## config.mk

```make
export PLATFORM = sky130hd
export DESIGN_NAME = ball_pocket_tracker
export DESIGN_NICKNAME = d
export VERILOG_FILES = /design/src/rtl/ball_pocket_tracker.sv
export SDC_FILE = /design/constraint.sdc
export NUM_CORES = 1
export LEC_CHECK = 0
export ABC_AREA = 1
export ABC_CLOCK_PERIOD_IN_PS = 1900
export CAP_MARGIN = 25
export CELL_PAD_IN_SITES_DETAIL_PLACEMENT = 0
export CELL_PAD_IN_SITES_GLOBAL_PLACEMENT = 1
export CORE_MARGIN = 2
export CORE_UTILIZATION = 31
export CTS_CLUSTER_SIZE = 40
export DETAILED_ROUTE_END_ITERATION = 10
export GPL_TIMING_DRIVEN = 0
export HOLD_SLACK_MARGIN = 0.15
export PLACE_DENSITY = 0.63
export SLEW_MARGIN = 20
export SYNTH_ARGS = -nofsm -noshare
export SYNTH_HDL_FRONTEND = slang
export SYNTH_SLANG_ARGS = --single-unit
export TNS_END_PERCENT = 5
```

## constraint.sdc

```tcl
create_clock -name clk -period 1.9 [get_ports clk]
set_input_delay 0.57 -clock clk [delete_from_list [all_inputs] [get_ports clk]]
set_output_delay 0.57 -clock clk [all_outputs]
set_load 0.02 [all_outputs]
```

## src/rtl/ball_pocket_tracker.sv

```systemverilog
// Per-frame ball-over-hole overlap accumulator feeding the game controller.
// Counts overlap pixels per ball during a frame and reports pockets one cycle after startOfFrame.
module ball_pocket_tracker #(
  parameter int NUM_BALLS   = 3,
  parameter int NUM_HOLES   = 6,
  parameter int OVERLAP_MIN = 64,
  parameter int CNT_W       = 8
) (
  input  logic                 clk,
  input  logic                 resetN,
  input  logic                 startOfFrame,
  input  logic                 rack,
  input  logic [NUM_BALLS:0]   ball_draw_req,
  input  logic [NUM_HOLES-1:0] hole_draw_req,
  output logic [NUM_BALLS:0]   balls_in_game,
  output logic [NUM_BALLS:0]   ballhole_collide,
  output logic [2:0]           curr_Hole_id
);

  localparam logic [CNT_W-1:0] C_MIN = CNT_W'(OVERLAP_MIN);
  localparam logic [CNT_W-1:0] C_MAX = '1;

  logic [CNT_W-1:0] r_cnt [NUM_BALLS+1];
  logic [2:0]       r_hid [NUM_BALLS+1];
  logic [NUM_BALLS:0] r_ballsInGame;
  logic [NUM_BALLS:0] r_collide;
  logic [2:0]         r_currHoleId;

  logic [2:0]         w_holeId;
  logic               w_holeAny;
  logic [NUM_BALLS:0] w_pocketed;
  logic [2:0]         w_colHid;
  logic               w_colAny;

  // Lowest active hole wins; the coloured-ball report takes the lowest pocketed coloured ball.
  always_comb begin
    w_holeId  = '0;
    w_holeAny = |hole_draw_req;
    for (int k = NUM_HOLES - 1; k >= 0; k--) begin
      if (hole_draw_req[k]) w_holeId = 3'(k + 1);
    end
    w_pocketed = '0;
    for (int i = 0; i <= NUM_BALLS; i++) begin
      w_pocketed[i] = r_ballsInGame[i] && (r_cnt[i] >= C_MIN);
    end
    w_colHid = '0;
    w_colAny = 1'b0;
    for (int j = NUM_BALLS; j >= 1; j--) begin
      if (w_pocketed[j]) begin
        w_colHid = r_hid[j];
        w_colAny = 1'b1;
      end
    end
  end

  always_ff @(posedge clk or negedge resetN) begin
    if (!resetN) begin
      r_ballsInGame <= '1;
      r_collide     <= '0;
      r_currHoleId  <= '0;
      for (int i = 0; i <= NUM_BALLS; i++) begin
        r_cnt[i] <= '0;
        r_hid[i] <= '0;
      end
    end else begin
      r_collide <= '0;
      if (rack) begin
        r_ballsInGame <= '1;
        r_currHoleId  <= '0;
        for (int i = 0; i <= NUM_BALLS; i++) begin
          r_cnt[i] <= '0;
          r_hid[i] <= '0;
        end
      end else if (startOfFrame) begin
        r_collide     <= w_pocketed;
        r_ballsInGame <= r_ballsInGame & ~w_pocketed;
        if (w_colAny) r_currHoleId <= w_colHid;
        for (int i = 0; i <= NUM_BALLS; i++) begin
          r_cnt[i] <= '0;
          r_hid[i] <= '0;
        end
      end else begin
        // The first hole touched in a frame owns the ball; counts saturate rather than wrap.
        for (int i = 0; i <= NUM_BALLS; i++) begin
          if (r_ballsInGame[i] && ball_draw_req[i] && w_holeAny) begin
            if (r_cnt[i] == '0) r_hid[i] <= w_holeId;
            if (r_cnt[i] != C_MAX) r_cnt[i] <= r_cnt[i] + 1'b1;
          end
        end
      end
    end
  end

  assign balls_in_game    = r_ballsInGame;
  assign ballhole_collide = r_collide;
  assign curr_Hole_id     = r_currHoleId;

endmodule

```

==> results.md <==
* Clock Latency Late Sink at 310 ps
* Total CTS buffers at 5
* First-pass GRT wire length at 14200 microns
* Area Growth Syn to Fin at 15.9%
* Initial antenna violation count at 0
* Critical Path Stages at 1
* Synth Register Bits at 52
* H-Tree Depth at 2
* Cell Area, Synth at 0.00320 sq mm
* Fin nets at 508
* Max_slew headroom at 0.529
* RSZ-0062 raised after global routing: false
* Max FO, Critical Path at 2
* GRT overflow at 0
* Clock power share at 0.329
* Via density at 4.66
* Worst setup SP type: flip-flop
* Clock sink count at 52
* Max Cap Viol at 0
* Die Ht at 106 microns
* Crit path cell chain: clkdlybuf4s50_1
* Antenna diode count at 0
* Seq/Total Area, Yosys at 0.409
* # rows at 37
* DRT Wirelength at 8200 microns
* First element of the critical path: curr_Hole_id[1]$_DFFE_PN0P_
* Post-Layout Cell Count at 624
* Fin. Hold Viols at 0
* Crit Path Category: reg2out
* Period utilization at 0.971
* Vias in the first global route at 2920
* Commonest non-fill, non-tap cell in the layout: nand2_1
* Max Fclk at 542 MHz
* CTS tree: yes
* Gate power share at 0.106
* Largest net degree at the start of global routing at 53
* WL/cell at 13.1 microns
* Final setup violation count at 0
* Post-route minimum period at 1850 ps
* Die area at 0.0111 sq mm
* CP arrival at 1280 ps
* Starting Density at 0.314
* Final hold slack at 292 ps
* Slowest cell delay on critical path at 610 ps
* Clock Root Buffer: clkbuf_8
* Critical R2R Launch: r_cnt[16]$_DFFE_PN0P_
* Iteration-0 DRC Markers at 93
* Placed instance count at 614
* Reg2Reg Depth at 8
* Reg-to-reg slack, setup at 350 ps
* Crit path buf inv count at 1
* Routed Antenna Nets at 0
* Placeable Area at 0.0102 sq mm
* Post-synth top area cell: dfrtp_1
* Cts hold-fix bufs at 0
* First-pass DRT Iterations at 4
* Min-delay worst type: in2async
* Fraction of layout cells with a size suffix above 1 at 0.0943
* Lkg Pwr at 1.84 nW
* Distinct cell type count after synthesis at 30
* Die width at 106 microns
* Top delay family on crit path: buffers and inverters
* Post-synth net total at 476
* Slowest stage cell, crit path: clkdlybuf4s50_1
* Internal at 1.45 mW
* Worst setup path end: curr_Hole_id[1]
* Worst-Margin Slew at 707 ps
* Syn Area/Cell at 7.03 sq um
* Sw power at 0.562 mW
* Outcome: complete, no violations
* Crit end category: primary output
* Final Slew Violations at 0
* DP HPWL at 6010 microns
* DRC at 0
* Overall Global Routing Usage at 0.160
* VDD IR max at 0.276 mV
* Global placement routability congestion at 0.777
* Pwr Density at 543 mW/mm^2
* I/O Buffers at 23
* CTS max path bufs at 2
* Ports at 25
* Synth area leaders: dfrtp_1, nand2_1, nand3_1, inv_1, nor2_1
* Sequential share of power at 0.565
* Via Count at 2906
* Top-area cell type share of the netlist area at 0.376
* Most frequent cells in the layout: nand2_1, inv_1, nor2_1
* Clock edge transition at the registers on the reported setup and hold paths at 100 ps
* Data required, critical path at 1330 ps
* Clk_skew at 4.97 ps
* Capturing point of the worst reg2reg path: r_cnt[22]$_DFFE_PN0P_
* Switching share of power at 0.279
* Post-Synthesis Cells at 455
* Ys Warns at 0
-- layer usage --
metal	routed length [microns]	vias to the layer above	GRT usage
met5	0	-	0
met4	88	0	0.0432
met3	160	9	0.0266
met2	3910	23	0.274
met1	4050	1352	0.209
li1	-	1522	-
-- area by class of cell --
type	count	area [sq um]
fill	1137	6480
multi-input combinational	337	1600
sequential	52	1310
timing repair buffer	25	245
inverter	55	211
tap	136	170
buffer	11	90.1
clock buffer	5	68.8
clock inverter	3	18.8
-- how the worst min path moves through the flow --
stage / cells after the start / end / startpoint / slack [ps]
2_1_floorplan: 0 / ballhole_collide[0]$_DFF_PN0_ / resetN / 270
3_3_place_gp: 2 / r_hid[3]$_DFFE_PN0P_ / r_hid[3]$_DFFE_PN0P_ / 470
3_5_place_dp: 2 / r_hid[3]$_DFFE_PN0P_ / r_hid[3]$_DFFE_PN0P_ / 480
4_1_cts: 1 / r_cnt[2]$_DFFE_PN0P_ / resetN / 330
5_1_grt: 1 / r_cnt[2]$_DFFE_PN0P_ / resetN / 350
6_report: 1 / r_cnt[28]$_DFFE_PN0P_ / resetN / 290
-- cell families (layout without fill, tap and decap cells) --
kind of cell	Yosys count	count (layout)	synth area share
and+or+nand+nor	280	280	0.384
buffers and inverters	66	99	0.0932
DFF	52	52	0.409
AOI/OAI and AO/OA	47	47	0.0783
adders and majority gates	7	7	0.0274
xor gates and xnor gates	3	3	0.00822
-- timing repair --
action / CTS / global route
endpoints found under the setup margin: 7 / 12
buffers inserted: 0 / 2
gates resized for setup: 5 / 5
pin swaps: 0 / 1
-- power by group through the flow --
stage	clock, mW	combinational (mW)	sequential [mW]
after floorplan	0	0.117	1.16
after global placement	0	0.216	1.16
after detailed placement	0	0.216	1.16
after CTS	0.693	0.218	1.14
after global routing	0.746	0.246	1.14
final	0.662	0.214	1.14
-- cells in the mapped netlist (all sizes together) --
library cell and instances:
a211oi 1, a21oi 6, a22oi 2, buf 8, clkbuf 3, dfrtp 48
dfstp 4, ha 7, inv 55, nand2 152, nand3 49, nand3b 1
nand4 17, nor2 56, nor3 2, o21ai 35, o21bai 3, or2 3
xor2 3
-- stage by stage --
stage | cell area [sq um] | setup TNS (ps) | power [mW] | util | setup slack, ps
floorplan | 3200 | 0 | 1.27 | - | 472
global placement | 3600 | -86330 | 1.37 | 0.353 | -1540
detailed placement | 3590 | -10260 | 1.38 | 0.353 | -327
CTS | 3680 | 0 | 2.05 | 0.361 | 17.5
global route | 3710 | 0 | 2.13 | 0.364 | 17.6
finish | 3710 | 0 | 2.01 | 0.364 | 54.7
-- flip-flops by register name, indices dropped and copies added, names as in the netlist --
signal,flops
r_hid,9
ballhole_collide,4
balls_in_game,4
r_cnt,32
curr_Hole_id,3
Power figures use the tool's default switching activity.
